### config.mk
export PLATFORM = sky130hd
export DESIGN_NAME = div_ctrl
export DESIGN_NICKNAME = d
export VERILOG_FILES = /design/src/rtl/div_pkg.sv /design/src/rtl/div_step.sv /design/src/rtl/div_ctrl.sv
export SDC_FILE = /design/constraint.sdc
export NUM_CORES = 1
export LEC_CHECK = 0
export ABC_AREA = 0
export BUFFER_PORTS_ARGS = -buffer_cell sky130_fd_sc_hd__buf_4
export CAP_MARGIN = 40
export CORE_MARGIN = 4
export CORE_UTILIZATION = 45
export CTS_CLUSTER_SIZE = 12
export DETAILED_ROUTE_END_ITERATION = 8
export GPL_TIMING_DRIVEN = 1
export SYNTH_ARGS = -nofsm -noshare
export SYNTH_HDL_FRONTEND = slang
export SYNTH_HIERARCHICAL = 1
export SYNTH_SLANG_ARGS = --single-unit
### constraint.sdc
create_clock -name clk -period 8.1 [get_ports clk]
set_input_delay 1.62 -clock clk [delete_from_list [all_inputs] [get_ports clk]]
set_output_delay 1.62 -clock clk [all_outputs]
set_load 0.02 [all_outputs]
### src/rtl/div_pkg.sv
// Shared types and helpers for the iterative divider.
package div_pkg;

   localparam int DIV_XLEN  = 32;
   localparam int DIV_STEPS = 32;

   typedef enum logic [1:0] {
      IDLE = 2'd0,
      BUSY = 2'd1,
      FIX  = 2'd2,
      DONE = 2'd3
   } div_state_t;

   // Magnitude as unsigned 32-bit, so the most negative value maps onto itself.
   function automatic logic [DIV_XLEN-1:0] abs32(input logic [DIV_XLEN-1:0] value,
                                                 input logic                sign);
      if (sign && value[DIV_XLEN-1]) begin
         abs32 = ~value + 32'd1;
      end else begin
         abs32 = value;
      end
   endfunction

endpackage

### src/rtl/div_step.sv
// One radix-2 restoring division step on the {rem, quo} pair.
module div_step
   import div_pkg::*;
(
   input  logic [DIV_XLEN-1:0] rem,
   input  logic [DIV_XLEN-1:0] quo,
   input  logic [DIV_XLEN-1:0] divisor,
   output logic [DIV_XLEN-1:0] rem_next,
   output logic [DIV_XLEN-1:0] quo_next
);

   logic [DIV_XLEN:0] shifted_s;
   logic [DIV_XLEN:0] trial_s;

   // Shift in the next dividend bit and keep the trial difference when it does not borrow.
   always_comb begin
      shifted_s = {rem, quo[DIV_XLEN-1]};
      trial_s   = shifted_s - {1'b0, divisor};
      if (!trial_s[DIV_XLEN]) begin
         rem_next = trial_s[DIV_XLEN-1:0];
         quo_next = {quo[DIV_XLEN-2:0], 1'b1};
      end else begin
         rem_next = shifted_s[DIV_XLEN-1:0];
         quo_next = {quo[DIV_XLEN-2:0], 1'b0};
      end
   end

endmodule

### src/rtl/div_ctrl.sv
// EXE-stage divider sequencer: sign handling, 32-step iteration and result hand-off.
// Optional DIV_EARLY_OUT_EN: skip iteration when |divisor| > |dividend|.
module div_ctrl
   import div_pkg::*;
#(
   parameter int XLEN  = 32,
   parameter int CNT_W = 6
) (
   input  logic            clk,
   input  logic            reset,
   input  logic            div_enable,
   input  logic            div_sign,
   input  logic [XLEN-1:0] div_dividend,
   input  logic [XLEN-1:0] div_divisor,
   input  logic            div_accept,
   input  logic            flush,
   output logic            div_complete,
   output logic [XLEN-1:0] div_quotient,
   output logic [XLEN-1:0] div_remainder
);

   localparam logic [CNT_W-1:0] LAST_STEP = CNT_W'(DIV_STEPS - 1);

   div_state_t         state_r;
   div_state_t         state_next_s;
   logic [CNT_W-1:0]   cnt_r;
   logic [XLEN-1:0]    rem_r;
   logic [XLEN-1:0]    quo_r;
   logic [XLEN-1:0]    divisor_r;
   logic               q_neg_r;
   logic               r_neg_r;
   logic [XLEN-1:0]    a_abs_s;
   logic [XLEN-1:0]    b_abs_s;
   logic [XLEN-1:0]    rem_next_s;
   logic [XLEN-1:0]    quo_next_s;
   logic               early_s;

   assign a_abs_s = abs32(div_dividend, div_sign);
   assign b_abs_s = abs32(div_divisor, div_sign);

`ifdef DIV_EARLY_OUT_EN
   assign early_s = (b_abs_s != 32'd0) && (b_abs_s > a_abs_s);
`else
   assign early_s = 1'b0;
`endif

   div_step u_step (
      .rem      (rem_r),
      .quo      (quo_r),
      .divisor  (divisor_r),
      .rem_next (rem_next_s),
      .quo_next (quo_next_s)
   );

   // Next-state decode; flush overrides start and accept.
   always_comb begin
      state_next_s = state_r;
      if (flush) begin
         state_next_s = IDLE;
      end else begin
         case (state_r)
            IDLE: begin
               if (div_enable) begin
                  state_next_s = early_s ? FIX : BUSY;
               end else begin
                  state_next_s = IDLE;
               end
            end
            BUSY: begin
               if (!div_enable) begin
                  state_next_s = IDLE;
               end else if (cnt_r == LAST_STEP) begin
                  state_next_s = FIX;
               end else begin
                  state_next_s = BUSY;
               end
            end
            FIX: begin
               if (!div_enable) begin
                  state_next_s = IDLE;
               end else begin
                  state_next_s = DONE;
               end
            end
            DONE: begin
               if (div_accept) begin
                  state_next_s = IDLE;
               end else begin
                  state_next_s = DONE;
               end
            end
            default: state_next_s = IDLE;
         endcase
      end
   end

   // State, datapath and registered result outputs.
   always_ff @(posedge clk or posedge reset) begin
      if (reset) begin
         state_r       <= IDLE;
         cnt_r         <= '0;
         rem_r         <= 32'd0;
         quo_r         <= 32'd0;
         divisor_r     <= 32'd0;
         q_neg_r       <= 1'b0;
         r_neg_r       <= 1'b0;
         div_complete  <= 1'b0;
         div_quotient  <= 32'd0;
         div_remainder <= 32'd0;
      end else begin
         state_r      <= state_next_s;
         div_complete <= (state_next_s == DONE);
         case (state_r)
            IDLE: begin
               if (state_next_s != IDLE) begin
                  divisor_r <= b_abs_s;
                  q_neg_r   <= div_sign & (div_dividend[XLEN-1] ^ div_divisor[XLEN-1]);
                  r_neg_r   <= div_sign & div_dividend[XLEN-1];
                  cnt_r     <= '0;
                  if (early_s) begin
                     quo_r <= 32'd0;
                     rem_r <= a_abs_s;
                  end else begin
                     quo_r <= a_abs_s;
                     rem_r <= 32'd0;
                  end
               end
            end
            BUSY: begin
               rem_r <= rem_next_s;
               quo_r <= quo_next_s;
               cnt_r <= cnt_r + CNT_W'(1);
            end
            FIX: begin
               if (state_next_s == DONE) begin
                  div_quotient  <= q_neg_r ? (~quo_r + 32'd1) : quo_r;
                  div_remainder <= r_neg_r ? (~rem_r + 32'd1) : rem_r;
               end
            end
            default: begin
            end
         endcase
      end
   end

endmodule
# Yosys cells after proc, flatten, opt, wreduce, memory -nomap -nowiden
# Index checks and enable logic that the tools add are counted.
op_classes:
  n_addsub: 6
  shifts: 0
  n_reduce_logical: 8
  eq_ne: 6
  n_mux: 19
  magnitude_cmp: 0
  bitwise: 7
  multipliers: 0
  n_div: 0
ops:
  columns: ["op", "count"]
  rows:
  - ["2-to-1 mux 32 bit", 7]
  - ["adder 32 x 1 -> 32 bit, second input constant", 4]
  - ["inverter 32 bit", 4]
  - ["case mux 32 bit (2 select lines)", 2]
  - ["subtractor 33 x 32 -> 33 bit", 1]
  - ["case mux 6 bit (2 select lines)", 1]
  - ["2-to-1 mux 2 bit", 5]
  - ["case mux 2 bit (4 select lines)", 1]
  - ["adder 6 x 1 -> 6 bit, second input constant", 1]
  - ["equality test 2 bit, second input constant", 3]
  - ["equality test 6 x 5 -> 1 bit, second input constant", 1]
  - ["2-to-1 mux 6 bit", 1]
  - ["AND reduction 2 bit", 3]
  - ["nonzero test 2 bit", 2]
  - ["bitwise AND 1 bit", 2]
  - ["equality test 2 x 1 -> 1 bit, second input constant", 1]
  - ["logical AND 1 bit", 2]
  - ["logical NOT 2 bit", 1]
  - ["2-to-1 mux 1 bit", 2]
  - ["!= test 2 bit, second input constant", 1]
  - ["XOR 1 bit", 1]
totals:
  latchBits: 0
  n_memories: 0
  register_bits: 171
  ram_bits: 0
  mem_bits_ro: 0
  output_inout_bits: 65
  in_bits: 70

# Longest topological paths before layout
depth:
  ltp_word: 8
  mapped_depth: 17
  ltp_nobuf: 15

# By module
# Netlist, hierarchy kept.
modules_own_cells:
  columns: ["mod", "n_inst", "area_each_um2", "seq_area_each_um2", "cells_each"]
  rows:
  - ["div_ctrl", 1, 9405.3, 4279.1, 1092]
  - ["div_step", 1, 2591.2, 0.0, 336]

# Worst setup path after synthesis
# No wires, ideal clock.
synth_timing:
  path_type: "input-to-reg"
  start: "in div_divisor[0]"
  end: "reg divisor_r[28]"
  t_required_ns: 7.966
  n_path_buf: 0
  t_arrival_ns: 3.569
  setup_ns: 0.134
  setup_slack_ns: 4.397
  stages: 8
  path_cell_list: "inv_1 -> ha_1 -> or4b_2 -> nor3_2 -> nor4b_2 -> nor3_1 -> a31oi_1 -> o22ai_1"
synth_between:
  elab_chain_cells: 3
synth_rtl:
  columns: ["item", "line", "text"]
  rows:
  - ["from (decl)", "div_ctrl.sv:14", "input logic [XLEN-1:0] div_divisor,"]
  - ["inverter 32 bit", "div_pkg.sv:18", "abs32 = ~value + 32'd1;"]
  - ["adder 32 x 1 -> 32 bit", "div_pkg.sv:18", null]
  - ["2-to-1 mux 32 bit", "div_pkg.sv:17", "if (sign && value[DIV_XLEN-1]) begin"]
  - ["to (signal assigned)", "div_ctrl.sv:116", "divisor_r <= b_abs_s;"]
  - ["to (decl)", "div_ctrl.sv:29", "logic [XLEN-1:0] divisor_r;"]
# No other way between the ends.
# A chain may end at the register's enable or synchronous reset.

# Worst setup path in the final report
layout_timing:
  start: "reg quo_r[31]"
  end: "reg rem_r[8]"
layout_between:
  elab_chain_cells: 3
layout_rtl:
  columns: ["item", "line", "text"]
  rows:
  - ["from (decl)", "div_ctrl.sv:28", "logic [XLEN-1:0] quo_r;"]
  - ["from (signal assigned)", "div_ctrl.sv:124", "quo_r <= a_abs_s;"]
  - ["from (signal assigned)", "div_ctrl.sv:131", "quo_r <= quo_next_s;"]
  - ["subtractor 33 x 32 -> 33 bit", "div_step.sv:18", "trial_s = shifted_s - {1'b0, divisor};"]
  - ["2-to-1 mux 32 bit", "div_step.sv:19", "if (!trial_s[DIV_XLEN]) begin"]
  - ["named net rem_next_s[8]", "div_ctrl.sv:34", "logic [XLEN-1:0] rem_next_s;"]
  - ["case mux 32 bit (2 select lines)", "div_ctrl.sv:113", "case (state_r)"]
  - ["to (signal assigned)", "div_ctrl.sv:122", "rem_r <= a_abs_s;"]
  - ["to (signal assigned)", "div_ctrl.sv:130", "rem_r <= rem_next_s;"]
  - ["to (decl)", "div_ctrl.sv:27", "logic [XLEN-1:0] rem_r;"]
# The timed path passes the listed nets, and every way through them passes these cells.

==> flow_metrics.py <==
metrics = {
    "status": {
        "status": "finished, final reports clean",
    },
    "synth": {
        "synthFlopType": "dfrtp_1",
        "ys_seq_elements": 171,
        "synth_edf_count": 0,
        "synth.yosys.seq_area_share_pct": 35.7,
        "syn_nets": 1536,
        "ys_async_sr_fraction_pct": 100,
        "yosysWarnings": 6,
        "syn-cell-area_mm2": 0.0120,
        "synth_cell_types": 85,
        "syn_area_per_cell_um2": 8.40,
        "netlist_instances": 1428,
    },
    "sta": {
        "grt_setup_unrepaired": "false",
        "clock_skew_ns": 0.0165,
        "period_share_pct": 47.5,
        "relSlewSlack_pct": 42.6,
        "tightest_slew_ns": 0.853,
        "setup_viol": 0,
        "finalHoldViolCount": 0,
        "finalMaxSlewViolations": 0,
        "max_freq_mhz": 260,
        "tns_ns": 0,
        "fin_crit_ns": 3.85,
    },
    "setup_path": {
        "cp-startpoint": "quo_r[31]$_DFFE_PP0P_",
        "crit_type": "flop to flop",
        "worstReg2RegStart": "quo_r[31]$_DFFE_PP0P_",
        "arrival_ns": 4.17,
        "cp.buffers_inverters": 2,
        "cp-end-kind": "flop",
        "crit_cells": 15,
        "cpLargestDelayFamily": "compound AO/OA/AOI/OAI gates",
        "cp-start-kind": "flop",
        "worst_path_max_delay_cell": "dfrtp_1",
        "cp_max_fo": 24,
        "slowest_delay_ns": 0.49,
        "path_common_cell": "nand2_1",
        "r2r_cells": 15,
        "cp.required_ns": 8.42,
        "path_cells": "inv_1 -> ha_1 -> fa_1 -> and2b_1 -> o2111ai_2 -> a21oi_2 -> o2111ai_1 -> a211oi_2 -> nor2_4 -> mux2i_4 -> and2_4 -> inv_8 -> mux2_4 -> nand2_1 -> nand2_1",
    },
    "power_and_ir_drop": {
        "ir_worst_vdd_v": 0.000138,
        "power_w": 0.00361,
        "leakagePower_nw": 6.13,
        "p_per_area_mw_per_mm2": 265,
    },
    "finish": {
        "fin_util_pct": 52.1,
        "layout.nets": 1596,
        "drive_gt1_share_pct": 15.9,
        "antennaDiodeCount": 0,
        "finalInstanceArea_mm2": 0.0136,
        "syn2layout_area_growth_pct": 13.5,
    },
    "die": {
        "core_mm2": 0.0261,
        "io_pins": 135,
        "rows": 59,
        "dieArea_mm2": 0.0293,
        "dieHeight_um": 171,
        "start_util_pct": 45.9,
        "die_w_um": 171,
    },
    "routing": {
        "drt-initial-drc-count": 909,
        "wl_um": 31200,
        "wl_met2_um": 12800,
        "drc": 0,
        "top_layer": "met4",
        "routed_via_density": 5.62,
        "met1Wirelength_um": 16500,
        "wl_met3_um": 1680,
        "num_vias": 10327,
        "ant_nets": 0,
        "firstDrtPassIters": 5,
        "routedWlPerCell_um": 17.0,
    },
    "hold_path": {
        "worstHoldStart": "div_quotient[11]$_DFFE_PP0P_",
        "min_path_cells": 2,
        "hold_class": "flop to flop",
    },
    "placed_design": {
        "gp_congestion": 0.911,
        "hpwl_um": 23000,
        "portBuffers": 134,
        "dpl_cell_area_mm2": 0.0130,
    },
    "clock_network": {
        "clock_path_buffers": 2,
        "postCtsSetupBuffers": 0,
        "cts_root_buf": "clkbuf_16",
        "cts-resized-gates": 0,
        "insertion_delay_ns": 0.44,
        "cts_hold_buf": 0,
        "cts_tree": "yes",
        "htreeDepth": 4,
        "cts_buffers": 17,
        "clk_pin_slew_worst_paths_ns": 0.08,
        "cts.sinks": 171,
    },
    "global_route": {
        "grt_max_degree": 110,
        "grt.overflow.total": 0,
        "first_global_vias": 9530,
        "grt_use_total_pct": 21.2,
        "antenna_found_initial": 0,
        "grt_pass1_wl_um": 50500,
    },
    "job": {
        "cap_violations": 0,
    },
}
## cell usage after synthesis (all sizes together), types with 3 or more instances
cell type | number | area share [%]
a211oi | 6 | 0.42
mux2 | 24 | 2.8
dfrtp | 171 | 36
clkbuf | 50 | 1.6
ha | 37 | 3.9
xnor2 | 40 | 2.9
o31ai | 29 | 1.9
nor2 | 71 | 2.3
nor3b | 5 | 0.31
nand4 | 12 | 0.63
nand3b | 4 | 0.25
nand2b | 6 | 0.31
nor2b | 6 | 0.31
buf | 52 | 3.4
mux2i | 10 | 0.94
or2 | 5 | 0.26
o21a | 7 | 0.44
o41ai | 21 | 1.5
a32o | 3 | 0.25
o211ai | 5 | 0.31
a21o | 19 | 1.2
a31oi | 25 | 1.3
inv | 45 | 1.5
xor2 | 94 | 6.9
nand2 | 256 | 8.0
o2111ai | 5 | 0.42
o21bai | 4 | 0.25
nand3 | 67 | 2.8
nor3 | 28 | 1.3
nor4 | 19 | 1.0
o21ai | 161 | 6.7
o311ai | 7 | 0.51
and3 | 16 | 0.84
a21oi | 55 | 2.4
or3 | 10 | 0.56
and2 | 6 | 0.34
or4 | 15 | 1.1
## through the flow
stage / hold WS [ns] / worst slack, ns / cells
after floorplan: 0.450 / 1.85 / 1428
after global placement: 0.461 / 4.01 / 1799
after detailed placement: 0.472 / 3.95 / 1804
after CTS: 0.490 / 4.26 / 1836
after global routing: 0.508 / 4.07 / 1836
final: 0.482 / 4.25 / 1836
## path summary, 6_finish.rpt
kind / slack (ns) / to
setup / recovery: 4.25 / rem_r[8]$_DFFE_PP0P_
hold / removal: 0.48 / div_quotient[11]$_DFFE_PP0P_
setup reg to reg: 4.25 / rem_r[8]$_DFFE_PP0P_
hold reg to reg: 0.48 / div_quotient[11]$_DFFE_PP0P_
max in group asynchronous: 5.45 / rem_r[21]$_DFFE_PP0P_
min in group asynchronous: 1.31 / div_quotient[13]$_DFFE_PP0P_
## metal layers
metal,up-vias,global-route usage (%)
met5,-,0
met4,0,3.62
met3,15,3.75
met2,234,30.0
met1,4896,33.9
li1,5182,-
## worst min-delay path, stage by stage, from the launching register on
cell	delay (ns)
dfrtp_1	0.34
nand2_1	0.05
o21ai_0	0.06
## state kept, by name, indices dropped and copies added (netlist names)
signal and count:
div_quotient 32, cnt_r 6, div_remainder 32, divisor_r 32, r_neg_r 1, rem_r 32, div_complete 1, quo_r 32
q_neg_r 1, state_r 2
## layout make-up
| cell class | instances | area (um^2) |
|---|---|---|
| multi-input cells | 1108 | 6950 |
| fillers | 2535 | 12500 |
| clock buffers | 17 | 425 |
| clock inverters | 15 | 173 |
| repair buffers | 145 | 1180 |
| well taps | 335 | 419 |
| flip-flops and latches | 171 | 4280 |
| inverters | 45 | 181 |
## where the power goes
group / internal (W) / leakage (nW) / total, W / switching [W]
logic: 0.000738 / 3.61 / 0.00159 / 0.000851
registers: 0.000971 / 2.24 / 0.00120 / 0.000224
clock network: 0.000417 / 0.289 / 0.000826 / 0.000409
total: 0.00213 / 6.13 / 0.00361 / 0.00148
## cells by family (layout without fill, tap and decap cells)
logic type | Yosys count | count (layout) | share of synthesized area (%)
and+or+nand+nor | 537 | 537 | 21.2
xor gates and xnor gates | 134 | 134 | 9.78
buffers and inverters | 149 | 222 | 6.63
muxes | 34 | 34 | 3.79
AOI/OAI and AO/OA | 365 | 365 | 19.0
DFF | 171 | 171 | 35.7
adders and majority gates | 38 | 38 | 4.03
## placed cells by master (no fill, tap or decap), types with 26 or more instances in the layout
cell | netlist | final
dfrtp_1 | 171 | 171
inv_1 | 44 | 43
nor3_1 | 26 | 26
a21oi_1 | 53 | 53
nand3_1 | 67 | 65
xor2_1 | 94 | 94
xnor2_1 | 40 | 40
o21ai_0 | 156 | 156
nand2_1 | 256 | 256
nor2_1 | 70 | 70
o31ai_1 | 28 | 28
ha_1 | 37 | 37
buf_4 | 35 | 140
No activity file was read; power rests on OpenSTA's default activity.
